## src/rtl/dvs_aer_event_transmitter.sv

```systemverilog
// dvs_aer_event_transmitter
//   Drives a DVS-style AER bus (aer/xsel/req, four-phase handshake on ack)
//   from pixel events offered on a valid/ready interface. The Y word is
//   skipped when consecutive events share a row and the stored row is still
//   fresh. Accepts are spaced by at least MIN_EVENT_CYCLES cycles.
// Ports:
//   clk, rst_n          clock, async active-low reset
//   ev_valid/ev_ready   event handshake (ev_ready registered)
//   ev_x, ev_y, ev_pol  event payload
//   ack                 receiver acknowledge (asynchronous, synchronized here)
//   aer, xsel, req      AER bus (all registered)
//   busy                state != IDLE
//   range_err           1-cycle pulse: out-of-range event dropped
//   ack_timeout_err     1-cycle pulse: handshake aborted on missing ack
module dvs_aer_event_transmitter #(
  parameter int unsigned SETUP_CYCLES       = 6,
  parameter int unsigned MIN_EVENT_CYCLES   = 9,
  parameter int unsigned Y_REPEAT_TIMEOUT   = 100,
  parameter int unsigned ACK_TIMEOUT_CYCLES = 255,
  parameter int unsigned DVS_WIDTH_PXLS     = 346,
  parameter int unsigned DVS_HEIGHT_PXLS    = 260
) (
  input  logic       clk,
  input  logic       rst_n,
  input  logic       ev_valid,
  output logic       ev_ready,
  input  logic [8:0] ev_x,
  input  logic [8:0] ev_y,
  input  logic       ev_pol,
  input  logic       ack,
  output logic [9:0] aer,
  output logic       xsel,
  output logic       req,
  output logic       busy,
  output logic       range_err,
  output logic       ack_timeout_err
);

  localparam int unsigned CMAX = (SETUP_CYCLES > ACK_TIMEOUT_CYCLES) ? SETUP_CYCLES : ACK_TIMEOUT_CYCLES;
  localparam int unsigned CW   = $clog2(CMAX + 1);
  localparam int unsigned SPW  = $clog2(MIN_EVENT_CYCLES + 1);
  localparam int unsigned IW   = $clog2(Y_REPEAT_TIMEOUT + 1);

  localparam logic [CW-1:0]  SETUP_LAST = CW'(SETUP_CYCLES - 1);
  localparam logic [CW-1:0]  ATO_LAST   = CW'(ACK_TIMEOUT_CYCLES - 1);
  localparam logic [SPW-1:0] SP_MAX     = SPW'(MIN_EVENT_CYCLES);
  // ev_ready is registered, so it is raised one count early; the accept then
  // lands exactly MIN_EVENT_CYCLES after the previous one.
  localparam logic [SPW-1:0] READY_AT   = SPW'((MIN_EVENT_CYCLES > 0) ? MIN_EVENT_CYCLES - 1 : 0);
  localparam logic [IW-1:0]  IDLE_MAX   = IW'(Y_REPEAT_TIMEOUT);
  localparam logic [9:0]     X_LIM      = 10'(DVS_WIDTH_PXLS);
  localparam logic [9:0]     Y_LIM      = 10'(DVS_HEIGHT_PXLS);

  typedef enum logic [2:0] {
    IDLE, Y_SETUP, Y_REQ, Y_REL, X_SETUP, X_REQ, X_REL
  } state_e;

  state_e         state_q, state_d;
  logic [CW-1:0]  cnt_q, cnt_d;     // setup length / ack timeout
  logic [SPW-1:0] sp_q, sp_d;       // cycles since last accept (saturating)
  logic [IW-1:0]  idle_q, idle_d;   // idle cycles since last accept (saturating)
  logic           ev_ready_q, ev_ready_d;
  logic           req_q, req_d;
  logic [9:0]     aer_q, aer_d;
  logic           xsel_q, xsel_d;
  logic           range_err_q, range_err_d;
  logic           ato_err_q, ato_err_d;
  logic [8:0]     last_y_q, last_y_d;
  logic           last_y_valid_q, last_y_valid_d;
  logic [8:0]     x_q, x_d, y_q, y_d;
  logic           pol_q, pol_d;
  logic [1:0]     ack_pipe_q;
  logic           ack_s, accept;

  assign ack_s  = ack_pipe_q[1];
  assign accept = ev_valid && ev_ready_q;

  always_comb begin
    state_d        = state_q;
    cnt_d          = cnt_q;
    sp_d           = sp_q;
    idle_d         = idle_q;
    req_d          = req_q;
    aer_d          = aer_q;
    xsel_d         = xsel_q;
    range_err_d    = 1'b0;
    ato_err_d      = 1'b0;
    last_y_d       = last_y_q;
    last_y_valid_d = last_y_valid_q;
    x_d            = x_q;
    y_d            = y_q;
    pol_d          = pol_q;

    if (accept)              sp_d = '0;
    else if (sp_q != SP_MAX) sp_d = sp_q + 1'b1;

    // Stored row expires at the same edge the idle counter saturates, so an
    // accept never sees a stale last_y_valid.
    if (accept) begin
      idle_d = '0;
    end else if (state_q == IDLE && idle_q != IDLE_MAX) begin
      idle_d = idle_q + 1'b1;
      if (idle_q == IDLE_MAX - 1'b1) last_y_valid_d = 1'b0;
    end

    case (state_q)
      IDLE: begin
        if (accept) begin
          x_d   = ev_x;
          y_d   = ev_y;
          pol_d = ev_pol;
          cnt_d = '0;
          if ({1'b0, ev_x} >= X_LIM || {1'b0, ev_y} >= Y_LIM) begin
            range_err_d = 1'b1;
          end else if (!last_y_valid_q || ev_y != last_y_q) begin
            state_d = Y_SETUP;
            aer_d   = {1'b0, ev_y};
            xsel_d  = 1'b0;
          end else begin
            state_d = X_SETUP;
            aer_d   = {ev_x, ev_pol};
            xsel_d  = 1'b1;
          end
        end
      end
      Y_SETUP, X_SETUP: begin
        if (cnt_q == SETUP_LAST) begin
          req_d   = 1'b1;
          cnt_d   = '0;
          state_d = (state_q == Y_SETUP) ? Y_REQ : X_REQ;
        end else begin
          cnt_d = cnt_q + 1'b1;
        end
      end
      Y_REQ, X_REQ: begin
        if (ack_s) begin
          req_d   = 1'b0;
          state_d = (state_q == Y_REQ) ? Y_REL : X_REL;
        end else if (cnt_q == ATO_LAST) begin
          // Abort: drop the event, forget the row, wait for ack to be low.
          req_d          = 1'b0;
          ato_err_d      = 1'b1;
          last_y_valid_d = 1'b0;
          state_d        = X_REL;
        end else begin
          cnt_d = cnt_q + 1'b1;
        end
      end
      Y_REL: begin
        if (!ack_s) begin
          last_y_d       = y_q;
          last_y_valid_d = 1'b1;
          state_d        = X_SETUP;
          cnt_d          = '0;
          aer_d          = {x_q, pol_q};
          xsel_d         = 1'b1;
        end
      end
      X_REL: begin
        if (!ack_s) state_d = IDLE;
      end
      default: state_d = IDLE;
    endcase

    ev_ready_d = (state_d == IDLE) && (sp_d >= READY_AT);
  end

  always_ff @(posedge clk or negedge rst_n) begin
    if (!rst_n) begin
      state_q        <= IDLE;
      cnt_q          <= '0;
      sp_q           <= SP_MAX;
      idle_q         <= '0;
      ev_ready_q     <= 1'b0;
      req_q          <= 1'b0;
      aer_q          <= '0;
      xsel_q         <= 1'b0;
      range_err_q    <= 1'b0;
      ato_err_q      <= 1'b0;
      last_y_q       <= '0;
      last_y_valid_q <= 1'b0;
      x_q            <= '0;
      y_q            <= '0;
      pol_q          <= 1'b0;
      ack_pipe_q     <= '0;
    end else begin
      state_q        <= state_d;
      cnt_q          <= cnt_d;
      sp_q           <= sp_d;
      idle_q         <= idle_d;
      ev_ready_q     <= ev_ready_d;
      req_q          <= req_d;
      aer_q          <= aer_d;
      xsel_q         <= xsel_d;
      range_err_q    <= range_err_d;
      ato_err_q      <= ato_err_d;
      last_y_q       <= last_y_d;
      last_y_valid_q <= last_y_valid_d;
      x_q            <= x_d;
      y_q            <= y_d;
      pol_q          <= pol_d;
      ack_pipe_q     <= {ack_pipe_q[0], ack};
    end
  end

  assign ev_ready        = ev_ready_q;
  assign req             = req_q;
  assign aer             = aer_q;
  assign xsel            = xsel_q;
  assign busy            = (state_q != IDLE);
  assign range_err       = range_err_q;
  assign ack_timeout_err = ato_err_q;

endmodule

```

## config.mk

```make
export PLATFORM = sky130hd
export DESIGN_NAME = dvs_aer_event_transmitter
export DESIGN_NICKNAME = d
export VERILOG_FILES = /design/src/rtl/dvs_aer_event_transmitter.sv
export SDC_FILE = /design/constraint.sdc
export NUM_CORES = 1
export LEC_CHECK = 0
export CAP_MARGIN = 20
export CORE_ASPECT_RATIO = 1.75
export CORE_MARGIN = 8
export CORE_UTILIZATION = 50
export CTS_CLUSTER_SIZE = 20
export DETAILED_ROUTE_END_ITERATION = 10
export PLACE_DENSITY = 0.79
export SLEW_MARGIN = 25
export SYNTH_ARGS = -nofsm -noshare
export SYNTH_HDL_FRONTEND = slang
export SYNTH_SLANG_ARGS = --single-unit
```

## constraint.sdc

```tcl
create_clock -name clk -period 4.5 [get_ports clk]
set_input_delay 1.125 -clock clk [delete_from_list [all_inputs] [get_ports clk]]
set_output_delay 1.125 -clock clk [all_outputs]
set_load 0.005 [all_outputs]
```

==> Word level (Yosys, flattened, before mapping) <==
Cells that the tools add are included.
{ "totals": {"reg_bits": 68, "input_bits": 23, "output_inout_bits": 16, "word_cells": 110} }
{ "classes": {"addsub": 3, "order_cmp": 3, "eq_ne": 19, "n_mux": 48, "bitwise_logic": 1, "n_reduce_logical": 20} }
{ "ops": {"columns": ["op", "n"], "rows": [
  ["10-bit two-way mux", 4],
  ["8-bit two-way mux", 5],
  ["8-bit one-hot mux with 4 select lines", 1],
  ["3-bit two-way mux", 10],
  ["10-bit one-hot mux with 2 select lines", 1],
  ["1-bit two-way mux", 19],
  ["9-bit >= comparator (second input constant)", 2],
  ["3-bit one-hot mux with 5 select lines", 1],
  ["7-bit two-way mux", 2],
  ["2-bit inequality test (second input constant)", 6],
  ["3-bit == test (second input constant)", 3],
  ["9-bit inequality test", 1],
  ["8-bit by 1-bit adder with 8-bit output (second input constant)", 1],
  ["8-bit by 3-bit == test with 1-bit output (second input constant)", 1],
  ["8-bit == test (second input constant)", 1],
  ["4-bit two-way mux", 2],
  ["7-bit by 1-bit adder with 7-bit output (second input constant)", 1],
  ["7-bit == test (second input constant)", 1],
  ["7-bit inequality test (second input constant)", 1],
  ["3-bit by 2-bit == test with 1-bit output (second input constant)", 2],
  ["3-bit logical NOT", 2],
  ["1-bit one-hot mux with 2 select lines", 3],
  ["2-bit nonzero test", 3],
  ["5-bit AND reduction", 1],
  ["other kinds (15)", 20]
]} }

==> Logic depth before layout (Yosys ltp) <==
{ "depth": {"word_depth": 8, "ltp_mapped": 7, "ltp_nobuf": 7} }

==> Worst setup path before layout <==
OpenSTA, ideal clock, no wires.
{ "synth_path": {"path_type": "input port to flip-flop", "from": "in ev_y[5]", "to": "reg aer_q[1], in the netlist aer[1]", "setup_time_ns": 0.087, "arrival_time_ns": 2.231, "t_required_ns": 4.413, "path_slack_ns": 2.183, "cell_stages": 6, "n_path_buf": 1, "path_cell_list": "xor2_1 > nor4_1 > nand4_1 > buf_2 > mux2i_1 > a211oi_2"} }
{ "synth_between": {"elab_chain_cells": 6, "word_cells_on_any_way": 10, "cone_classes": "order compare (1); eq/ne (2); mux (4); reduce/logical (3)"} }
{ "synth_lines": {"columns": ["item", "line", "text"], "rows": [
  ["start, declared", "28", "input logic [8:0] ev_y,"],
  ["branches (longest 6 deep; another with 9-bit >= comparator)", null, null],
  ["end signal, assigned", "193", "aer_q <= aer_d;"],
  ["end, declared", "64", "logic [9:0] aer_q, aer_d;"]
]} }
Several ways; the timed one is not identified. The select of a mux whose other input is x is not followed.
A chain may end at the register's enable or synchronous reset.

==> Final worst setup path <==
{ "layout_path": {"from": "in ev_y[4]", "to": "reg aer_q[2], in the netlist aer[2]"} }
Same word-level chain as after synthesis.

==> impl_metrics.json <==
{
  "status": "complete, no violations",
  "post-route-period-util": 0.7072,
  "nets": 418,
  "synth_ff_type": "dfrtp_1",
  "synth_cells": 353,
  "chipHeight_um": 126.7,
  "routed_wl_um": 8327,
  "path_cells": "clkdlybuf4s50_1 -> xor2_1 -> nor4_1 -> nand4_1 -> mux2i_1 -> a211oi_2",
  "place_congestion": 0.8642,
  "tightest_slew_ns": 0.8422,
  "cp-start-kind": "input port",
  "seq_area_frac_synth": 0.4866,
  "cp.depth": 6,
  "avgRoutedWirePerCell_um": 17.46,
  "crit_type": "input port to register",
  "yosys.area_share.simple": 0.2161,
  "remaining_drc_errors": 0,
  "post-synth-top-count-cell": "nand2_1",
  "n_fill_cell": 585,
  "setup_viol": 0,
  "grt_max_degree": 50,
  "syn_avg_cell_area_um2": 9.921,
  "synth.top_cells.by_count": "nand2_1 (71), dfrtp_1 (66), nor2_1 (26), nor3_1 (21), xor2_1 (15)",
  "io_buffers": 38,
  "cts-buffers-inserted": 9,
  "min_path_cells": 0,
  "dieArea_um2": 10040,
  "ir_drop_mv": 0.3412,
  "endpoint_kind": "register",
  "tritoncts": "done",
  "die_w_um": 79.27,
  "ioPinCount": 39,
  "synth_cell_types": 53,
  "start_util": 0.5145,
  "via_per_inst": 5.792,
  "postRouteAntennaNets": 0,
  "required_ns": 4.70,
  "synthAdderAreaFrac": 0.02787,
  "cts_resized": 0,
  "synthMuxAreaShare": 0.05788,
  "post-route-min-period_ns": 3.182,
  "rr_worst_depth": 5,
  "netlist_area_um2": 3502,
  "clk_pin_slew_ns": 0.05,
  "area_growth_pct": 20.47,
  "async_flop_share": 1.000,
  "synth_compound_area_frac": 0.1190,
  "diodes": 0,
  "insertion_delay_ns": 0.33,
  "cts-root-buf": "clkbuf_16",
  "critPathBufInv": 1,
  "hold_path.class": "register to register",
  "syn_nets": 383,
  "grt_pass1_wl_um": 14010,
  "ys_warn_count": 0,
  "crit_family": "simple AND/OR/NAND/NOR gates",
  "rsz0062_at_grt": "no",
  "max-cap-violations": 0,
  "synth_top_family_by_area": "simple AND/OR/NAND/NOR gates",
  "max_slew_margin": 0.4385,
  "skew_ns": 0.003846,
  "cp_slowest_cell": "nand4_1",
  "cts.sinks": 68,
  "layout-drive-gt1-share": 0.1272,
  "synth_xor_area_frac": 0.05502,
  "synth.largest_area_cell": "dfrtp_1",
  "hold_buffers": 0,
  "final_util": 0.6199,
  "grt_pass1_vias": 2936,
  "design.core.area_um2": 6807,
  "p_per_area_nw_per_um2": 631.0,
  "tns_ns": 0,
  "arrival_ns": 3.39,
  "synth_edf_count": 0,
  "ys_ff_latch": 68,
  "dp_hpwl_um": 6037,
  "cts_buffer_depth": 2,
  "cts_post_setup_buffers_inserted": 0,
  "hold_viol": 0,
  "first_iter_violations": 121,
  "fmax_mhz": 314.2,
  "worst-path-max-fanout": 12,
  "netlist.area_leader.share": 0.4716,
  "leakagePower_nw": 1.917,
  "drtPass1Iterations": 4,
  "drv_slew": 0,
  "overflow": 0,
  "htreeDepth": 3,
  "power_mw": 2.662,
  "slowest_delay_ns": 0.63,
  "synth.area.top_cells": "dfrtp_1 (47%), nand2_1 (7.6%), xor2_1 (3.8%)",
  "track_usage": 0.1772,
  "vias": 2763,
  "antenna_found_initial": 0,
  "core.rowCount": 40
}
-- routing by layer --
layer  vias up  part of all wire  GRT usage
met3        25             0.041    0.04314
li1       1303                 -          -
met2        77              0.54     0.3068
met4         0             0.032     0.1098
met5         -                 0          0
met1      1358              0.38     0.1845
-- power by group --
group	internal [mW]	switching, mW
Clock	0.454	0.250
Sequential	0.863	0.226
Combinational	0.424	0.444
Total	1.74	0.921
-- kinds of logic after synthesis --
| group | count (synthesis) |
|---|---|
| flip-flops | 68 |
| XOR/XNOR | 22 |
| multiplexers | 19 |
| AO/OA/AOI/OAI | 50 |
| AND/OR/NAND/NOR | 159 |
| adder cells (fa/ha/maj) | 8 |
| buffers and inverters | 27 |
-- flip-flops by register name, indices dropped and copies added (netlist names) --
register	cells
range_err	1
xsel	1
aer	10
cnt_q	8
state_q	3
last_y_valid_q	1
pol_q	1
ack_timeout_err	1
ack_pipe_q	2
y_q	9
req	1
idle_q	7
ev_ready	1
sp_q	4
last_y_q	9
x_q	9
-- layout make-up --
class	instances	area, um2	share of cell area
multi-input combinational	258	1673	0.3965
inverter	11	41.29	0.009786
timing repair buffer	40	392.9	0.09312
clock inverter	5	50.05	0.01186
tap	84	105.1	0.02491
clock buffer	11	252.7	0.05990
sequential	68	1704	0.4039
-- cell usage in the layout (no fill, tap or decap), types with 2 or more instances in the layout --
master and n:
o211ai_1 2, mux2i_1 9, inv_1 11, clkinv_2 4, nand3_1 8, o21ai_0 11
o211a_1 2, nand4_1 5, dfstp_2 2, ha_1 7, dfrtp_1 66, clkbuf_8 2
nand2_1 71, a221oi_1 3, nand2b_1 3, clkdlybuf4s50_1 37, xor2_1 15, nor4b_1 2
clkbuf_16 9, nor4_1 4, xnor2_1 7, a211oi_2 10, nor2_1 26, and3_1 4
nor3b_1 2, a21oi_1 7, mux2_2 10, o311ai_0 2, buf_4 3, nor3_1 21
o41ai_1 2
-- worst paths after layout --
path                                    start            end  slack [ns]
worst max-delay path                  ev_y[4]         aer[2]        1.32
worst min-delay path            ack_pipe_q[0]  ack_pipe_q[1]        0.35
worst max register to register     state_q[1]           xsel        1.96
worst min register to register  ack_pipe_q[0]  ack_pipe_q[1]        0.35
max in group asynchronous               rst_n         aer[2]        2.98
min in group asynchronous               rst_n         y_q[4]        0.81
-- metrics by stage --
step / setup WS, ns / hold WS [ns] / cell area [um2] / cells
global route: 1.215 / 0.3565 / 4219 / 477
global placement: 1.013 / 0.3315 / 3908 / 461
CTS: 1.336 / 0.3565 / 4213 / 477
detailed placement: 0.9960 / 0.3462 / 3910 / 461
floorplan: 2.183 / 0.3312 / 3502 / 353
finish: 1.318 / 0.3498 / 4219 / 477
(Power assumes the default switching activity.)
